### config.mk
export PLATFORM = sky130hd
export DESIGN_NAME = resp_sig_compactor_flat
export DESIGN_NICKNAME = d
export VERILOG_FILES = /design/src/rtl/resp_sig_compactor_if.sv /design/src/rtl/resp_sig_compactor.sv /design/src/flat_wrapper.sv
export SDC_FILE = /design/constraint.sdc
export NUM_CORES = 1
export LEC_CHECK = 0
export CORE_MARGIN = 2
export CORE_UTILIZATION = 50
export DETAILED_ROUTE_END_ITERATION = 12
export PLACE_DENSITY = 0.78
export SYNTH_ARGS = -nofsm -noshare
export SYNTH_HDL_FRONTEND = slang
export SYNTH_SLANG_ARGS = --single-unit
### constraint.sdc
create_clock -name clk -period 3.8 [get_ports clk]
set_input_delay 0.57 -clock clk [delete_from_list [all_inputs] [get_ports clk]]
set_output_delay 0.57 -clock clk [all_outputs]
set_load 0.05 [all_outputs]
### src/rtl/resp_sig_compactor_if.sv
// Response handshake between the DUT-output side (master) and the compactor (slave).
interface resp_sig_compactor_if #(
  parameter int WIDTH = 1
);
  logic             resp_valid;
  logic             resp_ready;
  logic [WIDTH-1:0] resp_data;

  // Producer presents responses and observes back-pressure.
  modport master (output resp_valid, output resp_data, input resp_ready);
  // Compactor consumes responses and drives back-pressure.
  modport slave  (input resp_valid, input resp_data, output resp_ready);
endinterface

### src/rtl/resp_sig_compactor.sv
// MISR response compactor: accepts one response per pattern, folds it into a
// signature, counts patterns and flags pass/fail against a golden signature.
module resp_sig_compactor #(
  parameter int               WIDTH = 1,
  parameter int               SIG_W = 16,
  parameter logic [SIG_W-1:0] POLY  = 16'h1021,
  parameter logic [SIG_W-1:0] SEED  = '0,
  parameter int               CNT_W = 16
) (
  input  logic                 clk,
  input  logic                 rst,
  input  logic                 start,
  input  logic                 abort,
  input  logic [CNT_W-1:0]     num_pats,
  input  logic [SIG_W-1:0]     golden,
  resp_sig_compactor_if.slave  bus,
  output logic                 busy,
  output logic                 done,
  output logic                 pass,
  output logic [SIG_W-1:0]     signature,
  output logic [CNT_W-1:0]     pat_count
);

  typedef enum logic [1:0] {
    ST_IDLE = 2'd0,
    ST_RUN  = 2'd1,
    ST_DONE = 2'd2
  } state_e;

  state_e           state_q, state_d;
  logic             ready_q, ready_d;
  logic             busy_q, busy_d;
  logic             done_q, done_d;
  logic             pass_q, pass_d;
  logic [SIG_W-1:0] sig_q, sig_d;
  logic [CNT_W-1:0] cnt_q, cnt_d;
  logic [CNT_W-1:0] num_q, num_d;
  logic [SIG_W-1:0] golden_q, golden_d;

  logic [SIG_W-1:0] resp_ext;
  logic [SIG_W-1:0] sig_next;
  logic [CNT_W-1:0] cnt_inc;
  logic             xfer;

  // Zero-extend the response and compute the MISR step for the current signature.
  always_comb begin
    resp_ext              = '0;
    resp_ext[WIDTH-1:0]   = bus.resp_data;
    sig_next = {sig_q[SIG_W-2:0], 1'b0} ^ (sig_q[SIG_W-1] ? POLY : '0) ^ resp_ext;
    cnt_inc  = cnt_q + CNT_W'(1);
    xfer     = bus.resp_valid & ready_q;
  end

  // Next-state and next-output logic of the IDLE/RUN/DONE controller.
  always_comb begin
    // NOTE: every _d defaults to its _q so no path leaves a variable unassigned,
    // which would otherwise infer a latch.
    state_d  = state_q;
    ready_d  = ready_q;
    busy_d   = busy_q;
    done_d   = done_q;
    pass_d   = pass_q;
    sig_d    = sig_q;
    cnt_d    = cnt_q;
    num_d    = num_q;
    golden_d = golden_q;

    if (abort) begin
      // Signature and count are left intact for debug; a simultaneous transfer is dropped.
      state_d = ST_IDLE;
      ready_d = 1'b0;
      busy_d  = 1'b0;
      done_d  = 1'b0;
      pass_d  = 1'b0;
    end else begin
      unique case (state_q)
        ST_IDLE, ST_DONE: begin
          if (start) begin
            sig_d    = SEED;
            cnt_d    = '0;
            num_d    = num_pats;
            golden_d = golden;
            if (num_pats == '0) begin
              state_d = ST_DONE;
              ready_d = 1'b0;
              busy_d  = 1'b0;
              done_d  = 1'b1;
              pass_d  = (SEED == golden);
            end else begin
              state_d = ST_RUN;
              ready_d = 1'b1;
              busy_d  = 1'b1;
              done_d  = 1'b0;
              pass_d  = 1'b0;
            end
          end
        end
        ST_RUN: begin
          if (xfer) begin
            sig_d = sig_next;
            cnt_d = cnt_inc;
            // Ready drops on the same edge as the last accept, so nothing extra slips in.
            if (cnt_inc == num_q) begin
              state_d = ST_DONE;
              ready_d = 1'b0;
              busy_d  = 1'b0;
              done_d  = 1'b1;
              pass_d  = (sig_next == golden_q);
            end
          end
        end
        default: begin
          state_d = ST_IDLE;
          ready_d = 1'b0;
          busy_d  = 1'b0;
          done_d  = 1'b0;
          pass_d  = 1'b0;
        end
      endcase
    end
  end

  // Controller state and registered outputs; reset discards any partial run.
  always_ff @(posedge clk or posedge rst) begin
    // NOTE: sequential state uses non-blocking assignments so all flops update
    // together from pre-edge values.
    if (rst) begin
      state_q  <= ST_IDLE;
      ready_q  <= 1'b0;
      busy_q   <= 1'b0;
      done_q   <= 1'b0;
      pass_q   <= 1'b0;
      sig_q    <= SEED;
      cnt_q    <= '0;
      num_q    <= '0;
      golden_q <= '0;
    end else begin
      state_q  <= state_d;
      ready_q  <= ready_d;
      busy_q   <= busy_d;
      done_q   <= done_d;
      pass_q   <= pass_d;
      sig_q    <= sig_d;
      cnt_q    <= cnt_d;
      num_q    <= num_d;
      golden_q <= golden_d;
    end
  end

  assign bus.resp_ready = ready_q;
  assign busy           = busy_q;
  assign done           = done_q;
  assign pass           = pass_q;
  assign signature      = sig_q;
  assign pat_count      = cnt_q;

endmodule
### src/flat_wrapper.sv
// flat-port wrapper written by rule: the top's interface ports become plain ports
module resp_sig_compactor_flat 
#(
  parameter int               WIDTH = 1,
  parameter int               SIG_W = 16,
  parameter logic [SIG_W-1:0] POLY  = 16'h1021,
  parameter logic [SIG_W-1:0] SEED  = '0,
  parameter int               CNT_W = 16
)
  (clk, rst, start, abort, num_pats, golden, busy, done, pass, signature, pat_count, bus_resp_valid, bus_resp_data, bus_resp_ready);
  resp_sig_compactor_if #(.WIDTH(WIDTH)) bus_i ();
  input  logic clk;
  input  logic rst;
  input  logic start;
  input  logic abort;
  input  logic [CNT_W-1:0] num_pats;
  input  logic [SIG_W-1:0] golden;
  output logic busy;
  output logic done;
  output logic pass;
  output logic [SIG_W-1:0] signature;
  output logic [CNT_W-1:0] pat_count;
  input wire logic [$bits(bus_i.resp_valid)-1:0] bus_resp_valid;
  input wire logic [$bits(bus_i.resp_data)-1:0] bus_resp_data;
  output wire logic [$bits(bus_i.resp_ready)-1:0] bus_resp_ready;
  assign bus_i.resp_valid = bus_resp_valid;
  assign bus_i.resp_data = bus_resp_data;
  assign bus_resp_ready = bus_i.resp_ready;
  resp_sig_compactor #(.WIDTH(WIDTH), .SIG_W(SIG_W), .POLY(POLY), .SEED(SEED), .CNT_W(CNT_W)) u_core (.clk(clk), .rst(rst), .start(start), .abort(abort), .num_pats(num_pats), .golden(golden), .bus(bus_i), .busy(busy), .done(done), .pass(pass), .signature(signature), .pat_count(pat_count));
endmodule
==> flow_summary.json <==
{
  "status": "completed",
  "crit_fanout": 8,
  "crit_required_ns": 4.01,
  "yosys_warnings": 0,
  "cp-start-kind": "register",
  "synth_nets": 460,
  "fp-row-count": 30,
  "synth_ff_type": "dfrtp_1",
  "worstMarginPinSlew_ns": 1.05,
  "critPathArrivalTime_ns": 3.11,
  "cp.depth": 8,
  "cts_tree": "done",
  "hold_buffers": 0,
  "cp_slowest_cell": "or4_4",
  "synthTopCellsByArea": "dfrtp_1, nand2_1, xnor2_1",
  "endpoint_kind": "register",
  "finalHoldViolations": 0,
  "io_buffers": 73,
  "path_buf_inv": 0,
  "r2r_end": "u_core.pass",
  "cellPowerDensity_nw_per_um2": 363,
  "worstSetupPathType": "reg2reg",
  "track_usage_pct": 25.4,
  "drv_cap": 0,
  "ant_nets": 0,
  "cts_buffers": 9,
  "cp_slowest_stage_delay_ns": 0.53,
  "avgSynthCellArea_um2": 8.52,
  "yosys-top-cells-count": "nand2_1, dfrtp_1, xnor2_1",
  "post-route-period-util_pct": 76.3,
  "remaining_drc_errors": 0,
  "synth_area_leader_cell": "dfrtp_1",
  "timing.final.ws_setup_ns": 0.899,
  "min_path_type": "reg2reg",
  "die_y_um": 88.7,
  "drt_iter0_markers": 183,
  "hpwlAfterDp_um": 6500,
  "wl_per_cell_um": 15.6,
  "place.gp.congestion": 0.923,
  "grt_pass1_wl_um": 15200,
  "startpoint": "u_core.pat_count[0]",
  "vdd_drop_max_mv": 0.211,
  "synthesis.area_um2": 3590,
  "r2r-start": "u_core.pat_count[0]",
  "drive_gt1_share_pct": 7.52,
  "final-setup-viol-count": 0,
  "setup_tns_ns": 0,
  "grt_overflow": 0,
  "ys_ff_latch": 68,
  "fp.coreArea_um2": 6870,
  "boundaryPins": 74,
  "synth_top_area_share_pct": 47.4,
  "synthCells": 421,
  "viasPerCell": 5.49,
  "first_pass_iters": 5,
  "yosysMostFrequentCell": "nand2_1",
  "cts_setup_buffers": 0,
  "drv_slew": 0,
  "ys_seq_area_share_pct": 47.4,
  "reg2reg_depth": 8,
  "relSlewSlack_pct": 30.1,
  "cts.sinks": 68,
  "pre_cts_ws_ns": 0.829,
  "async_flop_share_pct": 100,
  "antenna_found_initial": 0,
  "cts.path.max_buffers": 2,
  "crit_chain": "ha_1 > and3_2 > and3_1 > xnor2_1 > nand4_1 > or4_4 > o311ai_1 > a311oi_1",
  "period_needed_ns": 2.90,
  "rrSetupSlack_ns": 0.90,
  "area_delta_synth_final_pct": 27.3,
  "insertedDiodeCount": 0,
  "fin_hold_ws_ns": 0.500,
  "ctsResizeCount": 0,
  "h-tree-depth": 3,
  "synth-edff-count": 0,
  "cts_root_buf": "clkbuf_8",
  "path_delay_family": "simple AND/OR/NAND/NOR gates",
  "route.vias.total": 3228,
  "first_global_vias": 3091,
  "endpoint": "u_core.pass",
  "wl_um": 9200,
  "finalNetCount": 526,
  "dieArea_um2": 7870,
  "die_x_um": 88.7,
  "rsz0062_at_grt": "false",
  "synth_cell_types": 47,
  "grt_max_degree": 69,
  "clk_latency_ns": 0.35,
  "start_util_pct": 52.2,
  "p_leak_nw": 2.02,
  "final.setup_skew_ns": 0.00960,
  "cts.clk_slew.worst_paths_ns": 0.08,
  "fmax_ghz": 0.345
}
[worst min path at each step]
stage                     slack [ns]           startpoint                  end  depth (start not counted)
final                           0.50   u_core.golden_q[5]   u_core.golden_q[5]                          2
after global routing            0.51  u_core.golden_q[12]  u_core.golden_q[12]                          2
after CTS                       0.50   u_core.golden_q[5]   u_core.golden_q[5]                          2
after detailed placement        0.48   u_core.golden_q[5]   u_core.golden_q[5]                          2
after global placement          0.48  u_core.golden_q[12]  u_core.golden_q[12]                          2
after floorplan                 0.46      u_core.num_q[8]      u_core.num_q[8]                          2
[flip-flops by register name (all words and copies together) (netlist names)]
signal and cells:
u_core.busy 1, u_core.signature 16, u_core.golden_q 16, u_core.pat_count 16
u_core.state_q 2, u_core.num_q 16, u_core.pass 1
[per-stage QoR]
| stage | cell area [µm²] | power (W) | instances | utilization, % |
|---|---|---|---|---|
| floorplan | 3590 | 0.00103 | 421 | - |
| global placement | 4390 | 0.00112 | 572 | 63.9 |
| detailed placement | 4390 | 0.00113 | 572 | 63.9 |
| CTS | 4570 | 0.00167 | 588 | 66.5 |
| global route | 4570 | 0.00174 | 588 | 66.5 |
| finish | 4570 | 0.00166 | 588 | 66.5 |
[cell families (layout without fill, tap and decap cells)]
family | count (synthesis) | in the layout | synth area share [%]
multiplexers | 2 | 2 | 0.558
XOR/XNOR | 43 | 43 | 10.5
AO/OA/AOI/OAI | 48 | 48 | 7.99
flip-flops | 68 | 68 | 47.4
AND/OR/NAND/NOR | 232 | 232 | 30.2
buffers and inverters | 27 | 98 | 2.93
adder cells (fa/ha/maj) | 1 | 1 | 0.349
[power breakdown]
| part | switching (W) | leakage, nW | internal, W | total, W |
|---|---|---|---|---|
| Sequential | 0.0000536 | 0.897 | 0.000785 | 0.000839 |
| Clock | 0.000301 | 0.0856 | 0.000238 | 0.000539 |
| Combinational | 0.000152 | 1.04 | 0.000129 | 0.000282 |
[placed cells by master (no fill, tap or decap), types with 2 or more instances in the layout]
cell             synthesis  layout
nand2_1                139     139
or3b_2                   2       2
nor3_1                   5       4
xor2_1                  13      13
and2_1                   2       2
and3_1                   2       2
nand3_1                 25      25
nor4_1                  11      11
dfrtp_1                 68      68
o31ai_1                  4       4
clkdlybuf4s50_1          0      73
clkinv_2                 0       2
clkinv_4                 0       2
clkinvlp_4               0       2
nand2b_1                 3       3
mux2i_1                  2       2
o21ai_0                 28      28
inv_1                    5       4
nand3_2                  2       2
nor2_1                  14      14
nand4_1                  8       8
buf_4                    1       4
xnor2_1                 30      30
a21oi_1                  6       6
nor2b_1                  4       4
clkbuf_8                 0       9
[final cells by class]
cell class              instances  area [µm²]
clock inverters                 7        51.3
multi-input cells             326        1790
clock buffers                   9         124
well taps                      96         120
fillers                       571        2300
flip-flops and latches         68        1700
inverters                       5        18.8
repair buffers                 77         761
[worst reg2reg max path: cells and delay by family, from the launching register on]
kind	cells	cell delay, ns
AOI/OAI and AO/OA	2	0.62
adders and majority gates	1	0.31
DFF	1	0.47
xor gates and xnor gates	1	0.23
and+or+nand+nor	4	1.12
[per-layer routing]
layer	routed length, µm	GRT usage (%)	share of wire (%)	vias to the layer above
li1	-	-	-	1549
met1	3970	32.9	43	1546
met2	4540	42.1	49	117
met3	522	5.04	5.7	16
met4	163	9.50	1.8	0
met5	0	0	0	-
Power figures use the tool's default switching activity.
